File: src/rtl/regfile_arbiter_if.sv
// Requester-side handshake bundle for regfile_arbiter.
// The master modport is the requester, the slave modport is the arbiter.
interface regfile_arbiter_if #(
    parameter int DATA_WIDTH = 32,
    parameter int ADDR_WIDTH = 5
);
    logic                  req;
    logic                  we;
    logic [ADDR_WIDTH-1:0] waddr;
    logic [DATA_WIDTH-1:0] wdata;
    logic [ADDR_WIDTH-1:0] raddr_a;
    logic [ADDR_WIDTH-1:0] raddr_b;
    logic                  gnt;
    logic                  rvalid;
    logic [DATA_WIDTH-1:0] rdata_a;
    logic [DATA_WIDTH-1:0] rdata_b;

    modport master (
        output req, we, waddr, wdata, raddr_a, raddr_b,
        input  gnt, rvalid, rdata_a, rdata_b
    );

    modport slave (
        input  req, we, waddr, wdata, raddr_a, raddr_b,
        output gnt, rvalid, rdata_a, rdata_b
    );
endinterface

File: src/rtl/regfile_arbiter.sv
// Two-requester round-robin arbiter in front of a register file with one
// write port and two combinational read ports. A transaction is captured,
// issued to the regfile for one cycle, then its read data is returned for
// one cycle. Only one transaction is in flight at a time.
module regfile_arbiter #(
    parameter int DATA_WIDTH = 32,
    parameter int ADDR_WIDTH = 5
) (
    input  logic                  clk,
    input  logic                  rst_n,
    regfile_arbiter_if.slave      r0_if,
    regfile_arbiter_if.slave      r1_if,
    output logic                  ctrl_write_enable_o,
    output logic [ADDR_WIDTH-1:0] ctrl_write_reg_o,
    output logic [ADDR_WIDTH-1:0] ctrl_read_reg_a_o,
    output logic [ADDR_WIDTH-1:0] ctrl_read_reg_b_o,
    output logic [DATA_WIDTH-1:0] data_write_reg_o,
    input  logic [DATA_WIDTH-1:0] data_read_reg_a_i,
    input  logic [DATA_WIDTH-1:0] data_read_reg_b_i
);

    typedef enum logic [1:0] {
        ST_IDLE  = 2'd0,
        ST_ISSUE = 2'd1,
        ST_RESP  = 2'd2
    } state_t;

    state_t state_q, state_d;

    // Round-robin pointer and the requester owning the in-flight transaction
    logic prio_q, prio_d;
    logic win_q, win_d;

    // Captured transaction fields
    logic                  we_q;
    logic [ADDR_WIDTH-1:0] waddr_q;
    logic [DATA_WIDTH-1:0] wdata_q;
    logic [ADDR_WIDTH-1:0] raddr_a_q;
    logic [ADDR_WIDTH-1:0] raddr_b_q;

    // Requester views indexed by requester number
    logic [1:0]                 req_w;
    logic [1:0]                 we_w;
    logic [1:0][ADDR_WIDTH-1:0] waddr_w;
    logic [1:0][DATA_WIDTH-1:0] wdata_w;
    logic [1:0][ADDR_WIDTH-1:0] raddr_a_w;
    logic [1:0][ADDR_WIDTH-1:0] raddr_b_w;

    logic [1:0]                 gnt_w;
    logic [1:0]                 rvalid_w;
    logic [DATA_WIDTH-1:0]      rdata_a_q [2];
    logic [DATA_WIDTH-1:0]      rdata_b_q [2];

    logic sel;
    logic capture;

    assign req_w     = {r1_if.req, r0_if.req};
    assign we_w      = {r1_if.we, r0_if.we};
    assign waddr_w   = {r1_if.waddr, r0_if.waddr};
    assign wdata_w   = {r1_if.wdata, r0_if.wdata};
    assign raddr_a_w = {r1_if.raddr_a, r0_if.raddr_a};
    assign raddr_b_w = {r1_if.raddr_b, r0_if.raddr_b};

    // Winner: the sole requester, or the pointer's choice when both ask
    always_comb begin
        sel = 1'b0;
        if (req_w == 2'b11) begin
            sel = prio_q;
        end else begin
            sel = req_w[1];
        end
    end

    // Next-state logic; arbitration happens only in IDLE and RESP
    always_comb begin
        state_d = state_q;
        prio_d  = prio_q;
        win_d   = win_q;
        capture = 1'b0;
        case (state_q)
            ST_IDLE, ST_RESP: begin
                if (|req_w) begin
                    capture = 1'b1;
                    win_d   = sel;
                    prio_d  = ~sel;
                    state_d = ST_ISSUE;
                end else begin
                    state_d = ST_IDLE;
                end
            end
            ST_ISSUE: begin
                state_d = ST_RESP;
            end
            default: begin
                state_d = ST_IDLE;
            end
        endcase
    end

    // State, pointer and winner registers
    always_ff @(posedge clk or negedge rst_n) begin
        if (!rst_n) begin
            state_q <= ST_IDLE;
            prio_q  <= 1'b0;
            win_q   <= 1'b0;
        end else begin
            state_q <= state_d;
            prio_q  <= prio_d;
            win_q   <= win_d;
        end
    end

    // Capture the winning request's fields so requesters may change them later
    always_ff @(posedge clk or negedge rst_n) begin
        if (!rst_n) begin
            we_q      <= 1'b0;
            waddr_q   <= '0;
            wdata_q   <= '0;
            raddr_a_q <= '0;
            raddr_b_q <= '0;
        end else if (capture) begin
            we_q      <= we_w[sel];
            waddr_q   <= waddr_w[sel];
            wdata_q   <= wdata_w[sel];
            raddr_a_q <= raddr_a_w[sel];
            raddr_b_q <= raddr_b_w[sel];
        end
    end

    // Regfile controls are driven only while issuing; register 0 is never written
    always_comb begin
        ctrl_write_enable_o = 1'b0;
        ctrl_write_reg_o    = '0;
        ctrl_read_reg_a_o   = '0;
        ctrl_read_reg_b_o   = '0;
        data_write_reg_o    = '0;
        if (state_q == ST_ISSUE) begin
            ctrl_write_enable_o = we_q && (waddr_q != '0);
            ctrl_write_reg_o    = waddr_q;
            ctrl_read_reg_a_o   = raddr_a_q;
            ctrl_read_reg_b_o   = raddr_b_q;
            data_write_reg_o    = wdata_q;
        end
    end

    genvar gi;
    generate
        for (gi = 0; gi < 2; gi++) begin : g_req
            assign gnt_w[gi]    = (state_q == ST_ISSUE) && (win_q == 1'(gi));
            assign rvalid_w[gi] = (state_q == ST_RESP) && (win_q == 1'(gi));

            // Read results land at the end of the issue cycle and hold until the next one
            always_ff @(posedge clk or negedge rst_n) begin
                if (!rst_n) begin
                    rdata_a_q[gi] <= '0;
                    rdata_b_q[gi] <= '0;
                end else if (gnt_w[gi]) begin
                    rdata_a_q[gi] <= data_read_reg_a_i;
                    rdata_b_q[gi] <= data_read_reg_b_i;
                end
            end
        end
    endgenerate

    assign r0_if.gnt     = gnt_w[0];
    assign r0_if.rvalid  = rvalid_w[0];
    assign r0_if.rdata_a = rdata_a_q[0];
    assign r0_if.rdata_b = rdata_b_q[0];
    assign r1_if.gnt     = gnt_w[1];
    assign r1_if.rvalid  = rvalid_w[1];
    assign r1_if.rdata_a = rdata_a_q[1];
    assign r1_if.rdata_b = rdata_b_q[1];

endmodule

File: src/flat_wrapper.sv
// flat-port wrapper written by rule: the top's interface ports become plain ports
module regfile_arbiter_flat 
#(
    parameter int DATA_WIDTH = 32,
    parameter int ADDR_WIDTH = 5
)
  (clk, rst_n, ctrl_write_enable_o, ctrl_write_reg_o, ctrl_read_reg_a_o, ctrl_read_reg_b_o, data_write_reg_o, data_read_reg_a_i, data_read_reg_b_i, r0_if_req, r0_if_we, r0_if_waddr, r0_if_wdata, r0_if_raddr_a, r0_if_raddr_b, r0_if_gnt, r0_if_rvalid, r0_if_rdata_a, r0_if_rdata_b, r1_if_req, r1_if_we, r1_if_waddr, r1_if_wdata, r1_if_raddr_a, r1_if_raddr_b, r1_if_gnt, r1_if_rvalid, r1_if_rdata_a, r1_if_rdata_b);
  regfile_arbiter_if #(.DATA_WIDTH(DATA_WIDTH), .ADDR_WIDTH(ADDR_WIDTH)) r0_if_i ();
  regfile_arbiter_if #(.DATA_WIDTH(DATA_WIDTH), .ADDR_WIDTH(ADDR_WIDTH)) r1_if_i ();
  input  logic clk;
  input  logic rst_n;
  output logic ctrl_write_enable_o;
  output logic [ADDR_WIDTH-1:0] ctrl_write_reg_o;
  output logic [ADDR_WIDTH-1:0] ctrl_read_reg_a_o;
  output logic [ADDR_WIDTH-1:0] ctrl_read_reg_b_o;
  output logic [DATA_WIDTH-1:0] data_write_reg_o;
  input  logic [DATA_WIDTH-1:0] data_read_reg_a_i;
  input  logic [DATA_WIDTH-1:0] data_read_reg_b_i;
  input wire logic [$bits(r0_if_i.req)-1:0] r0_if_req;
  input wire logic [$bits(r0_if_i.we)-1:0] r0_if_we;
  input wire logic [$bits(r0_if_i.waddr)-1:0] r0_if_waddr;
  input wire logic [$bits(r0_if_i.wdata)-1:0] r0_if_wdata;
  input wire logic [$bits(r0_if_i.raddr_a)-1:0] r0_if_raddr_a;
  input wire logic [$bits(r0_if_i.raddr_b)-1:0] r0_if_raddr_b;
  output wire logic [$bits(r0_if_i.gnt)-1:0] r0_if_gnt;
  output wire logic [$bits(r0_if_i.rvalid)-1:0] r0_if_rvalid;
  output wire logic [$bits(r0_if_i.rdata_a)-1:0] r0_if_rdata_a;
  output wire logic [$bits(r0_if_i.rdata_b)-1:0] r0_if_rdata_b;
  input wire logic [$bits(r1_if_i.req)-1:0] r1_if_req;
  input wire logic [$bits(r1_if_i.we)-1:0] r1_if_we;
  input wire logic [$bits(r1_if_i.waddr)-1:0] r1_if_waddr;
  input wire logic [$bits(r1_if_i.wdata)-1:0] r1_if_wdata;
  input wire logic [$bits(r1_if_i.raddr_a)-1:0] r1_if_raddr_a;
  input wire logic [$bits(r1_if_i.raddr_b)-1:0] r1_if_raddr_b;
  output wire logic [$bits(r1_if_i.gnt)-1:0] r1_if_gnt;
  output wire logic [$bits(r1_if_i.rvalid)-1:0] r1_if_rvalid;
  output wire logic [$bits(r1_if_i.rdata_a)-1:0] r1_if_rdata_a;
  output wire logic [$bits(r1_if_i.rdata_b)-1:0] r1_if_rdata_b;
  assign r0_if_i.req = r0_if_req;
  assign r0_if_i.we = r0_if_we;
  assign r0_if_i.waddr = r0_if_waddr;
  assign r0_if_i.wdata = r0_if_wdata;
  assign r0_if_i.raddr_a = r0_if_raddr_a;
  assign r0_if_i.raddr_b = r0_if_raddr_b;
  assign r0_if_gnt = r0_if_i.gnt;
  assign r0_if_rvalid = r0_if_i.rvalid;
  assign r0_if_rdata_a = r0_if_i.rdata_a;
  assign r0_if_rdata_b = r0_if_i.rdata_b;
  assign r1_if_i.req = r1_if_req;
  assign r1_if_i.we = r1_if_we;
  assign r1_if_i.waddr = r1_if_waddr;
  assign r1_if_i.wdata = r1_if_wdata;
  assign r1_if_i.raddr_a = r1_if_raddr_a;
  assign r1_if_i.raddr_b = r1_if_raddr_b;
  assign r1_if_gnt = r1_if_i.gnt;
  assign r1_if_rvalid = r1_if_i.rvalid;
  assign r1_if_rdata_a = r1_if_i.rdata_a;
  assign r1_if_rdata_b = r1_if_i.rdata_b;
  regfile_arbiter #(.DATA_WIDTH(DATA_WIDTH), .ADDR_WIDTH(ADDR_WIDTH)) u_core (.clk(clk), .rst_n(rst_n), .r0_if(r0_if_i), .r1_if(r1_if_i), .ctrl_write_enable_o(ctrl_write_enable_o), .ctrl_write_reg_o(ctrl_write_reg_o), .ctrl_read_reg_a_o(ctrl_read_reg_a_o), .ctrl_read_reg_b_o(ctrl_read_reg_b_o), .data_write_reg_o(data_write_reg_o), .data_read_reg_a_i(data_read_reg_a_i), .data_read_reg_b_i(data_read_reg_b_i));
endmodule
File: config.mk
export PLATFORM = sky130hd
export DESIGN_NAME = regfile_arbiter_flat
export DESIGN_NICKNAME = d
export VERILOG_FILES = /design/src/rtl/regfile_arbiter_if.sv /design/src/rtl/regfile_arbiter.sv /design/src/flat_wrapper.sv
export SDC_FILE = /design/constraint.sdc
export NUM_CORES = 1
export LEC_CHECK = 0
export ABC_AREA = 0
export CAP_MARGIN = 20
export CORE_MARGIN = 1
export CORE_UTILIZATION = 42
export DETAILED_ROUTE_END_ITERATION = 10
export PLACE_DENSITY_LB_ADDON = 0.12
export SLEW_MARGIN = 20
export SYNTH_ARGS = -nofsm -noshare
export SYNTH_HDL_FRONTEND = slang
export SYNTH_SLANG_ARGS = --single-unit
File: constraint.sdc
create_clock -name clk -period 1.65 [get_ports clk]
set_input_delay 0.2475 -clock clk [delete_from_list [all_inputs] [get_ports clk]]
set_output_delay 0.2475 -clock clk [all_outputs]
set_load 0.1 [all_outputs]
==> key figures <==
Outcome
  • Status: finished, violations left
  • Failing checks: negative setup slack

Setup path
  • R2r setup slk: 0.01 ns
  • Reg-to-Reg End: u_core.r1_if.rdata_a[8]
  • Cells along the critical path: or3_4 > o311a_4 > buf_12
  • Worst Reg2Reg Path Length in Cells: 6
  • CP top delay family: flip-flops
  • CP Capture Type: output pin
  • CP peak stage delay: 0.39 ns
  • Req. time, crit path: 1.40 ns
  • Critical path launch point type: flop
  • Slowest-stage cell, CP: dfrtp_1
  • Arrival time at the worst endpoint: 1.69 ns
  • Critical setup path kind: reg -> out
  • Crit path buf inv count: 1
  • Crit Reg-Reg Startpoint: u_core.state_q[1]
  • Max FO, Critical Path: 2

Timing
  • Post-route setup TNS: -11.01 ns
  • Final setup violation count: 51
  • Worst-Margin Slew: 0.381 ns
  • Final worst slack: -0.284 ns
  • Final Hold Vio Count: 0
  • Crit share post-route: 117%
  • Final Max Tran Viols: 0
  • Minimum clock period: 1.93 ns
  • Relative slew slack: 74.6%
  • RSZ-0062 raised after global routing: yes
  • Fmax: 517 MHz
  • Setup Skew: 0.00631 ns

Logic synthesis
  • Post-synthesis adder-cell area fraction: 0%
  • Multiplexer share of the synthesized area: 21.6%
  • Count of different cell masters after synthesis: 23
  • Syn Inst Count: 501
  • Post-Syn Area: 7510 sq um
  • Synth Area in XOR/XNOR: 0%
  • Mean Syn Cell Area: 15.0 sq um
  • Seq/Total Area, Yosys: 60.0%
  • Main combinational cell family by area after synthesis: multiplexers
  • Compound-cell area share of the yosys netlist: 7.07%
  • Synth warn: 0
  • #FFs+latches synth: 180
  • Post-synthesis simple-gate area fraction: 8.40%
  • Mapped Nets: 665

Drt
  • # DRC: 0
  • 1st-pass router iterations: 4
  • Post-DR vias/cell: 5.25
  • 1st-iter DRT viols: 273
  • Post-DRT Antenna Nets: 0
  • Routed Wire Length: 25800 microns
  • Routed via count: 5840
  • Routed length per placed instance: 23.2 microns

Placement
  • Post-DP HPWL: 17500 microns
  • PortBufs: 343
  • GPL Wtd Cong: 0.818

Clock network
  • Clock Latency Late Sink: 0.42 ns
  • CTS tree: yes
  • H-Tree Depth: 4
  • Clk sink count: 180
  • Clock Tree Root: clkbuf_16
  • Max Buffers Root-to-Sink: 2
  • TritonCTS Buffers: 17
  • Clock slew at reported path FFs: 0.07 ns

Final layout
  • FILL cells: 857
  • Ant. Diodes: 0
  • Area grow syn2layout: 92.8%
  • Most common cell after layout, fill and taps aside: buf_12
  • Nets: 1038
  • Commonest cells after routing, fill and taps aside: buf_12, dfrtp_1, clkdlybuf4s50_1
  • Share of layout cells above drive strength 1: 45.5%
  • Final Util: 83.4%

Global routing
  • Pin count of the biggest net entering global routing: 59
  • Met2 Track Usage GR: 47.1%
  • Number of global-route vias before repair: 6321
  • Met3 usage: 7.71%
  • First-pass GRT wire length: 36500 microns
  • Met1 usage in global routing: 29.8%
  • Grt ovf: 0
  • Global Route Usage Sum: 26.7%
  • Initial antenna violation count: 0
  • Gr busiest metal: met2

Min path
  • Hold crit path type: in -> async

Flow run
  • Max Cap Viol: 0

Floorplanning
  • Starting density of the core: 43.3%
  • Overall die height: 136 microns
  • I/O pin cnt: 344
  • Rows: 48
  • Die area: 18400 sq um
  • Die Wd: 136 microns
  • Core area: 17400 sq um
-- Yosys cell counts, drive strengths merged --
master | n | area, sq um
a211oi | 1 | 7.51
a21o | 2 | 15.0
a221o | 48 | 480
and2 | 95 | 594
and2b | 1 | 7.51
and3 | 1 | 6.26
buf | 19 | 146
clkbuf | 15 | 56.3
dfrtp | 180 | 4500
inv | 4 | 15.0
mux2 | 128 | 1630
nand2 | 1 | 3.75
nor3 | 1 | 5.00
nor3b | 1 | 7.51
o211a | 1 | 10.0
o21bai | 1 | 7.51
o311a | 1 | 10.0
or3 | 1 | 6.26
-- state kept, by name, summed over array words and instances, names as in the netlist, 2 cells and up --
signal                flops
u_core.r0_if.rdata_a     32
u_core.waddr_q            5
u_core.state_q            2
u_core.r1_if.rdata_b     32
u_core.r0_if.rdata_b     32
u_core.raddr_b_q          5
u_core.r1_if.rdata_a     32
u_core.raddr_a_q          5
u_core.wdata_q           32
-- logic make-up (layout without fill, tap and decap cells) --
group / count (synthesis) / after routing
flip-flops: 180 / 180
AO/OA/AOI/OAI: 54 / 54
AND/OR/NAND/NOR: 101 / 101
buffers and inverters: 38 / 424
multiplexers: 128 / 128
-- stage by stage --
step                      hold slack, ns  instances  setup WS, ns  instance area (sq um)
after global placement             0.165       1061       -0.0258                  13300
after CTS                          0.290       1101        -0.300                  14000
after global routing               0.303       1112        -0.348                  14500
after floorplan                  -0.0481        501        -0.243                   7590
final                              0.283       1112        -0.284                  14500
after detailed placement           0.173       1061       -0.0645                  13300
-- how the worst max path moves through the flow --
| stage | from | end | depth (start not counted) |
|---|---|---|---|
| final | u_core.waddr_q[3] | ctrl_write_enable_o | 3 |
| after global routing | u_core.state_q[1] | ctrl_write_reg_o[2] | 4 |
| after CTS | u_core.waddr_q[3] | ctrl_write_enable_o | 3 |
| after detailed placement | r0_if_req | u_core.wdata_q[3] | 5 |
| after global placement | r0_if_req | u_core.wdata_q[31] | 5 |
| after floorplan | u_core.state_q[0] | r0_if_rvalid | 1 |
-- repair_timing --
| action | 4_1_cts | 5_1_grt |
|---|---|---|
| buffers inserted | 6 | 4 |
| hold buffers | 1 | 0 |
| pin swaps | 3 | 7 |
| resized for setup | 46 | 62 |
| hold endpoints to repair | 30 | 0 |
| setup endpoints to repair | 50 | 171 |
| cloned | 1 | 8 |
-- final cells by class --
class	instances	area, sq um	area share, %
repair buffers	388	5970	41.3
flip-flops and latches	180	4510	31.1
multi-input cells	283	3100	21.4
clock buffers	22	494	3.41
well taps	225	282	1.94
clock inverters	10	95.1	0.657
inverters	4	27.5	0.190
-- routing by layer --
layer / wire, microns / vias up
met5: 0 / -
met4: 948 / 0
met3: 1830 / 55
met2: 13900 / 272
met1: 9180 / 2978
li1: - / 2535
Power is left out: the tool's default activity adds up to more than one toggle a clock period on the data nets, which glitch-free logic cannot reach.
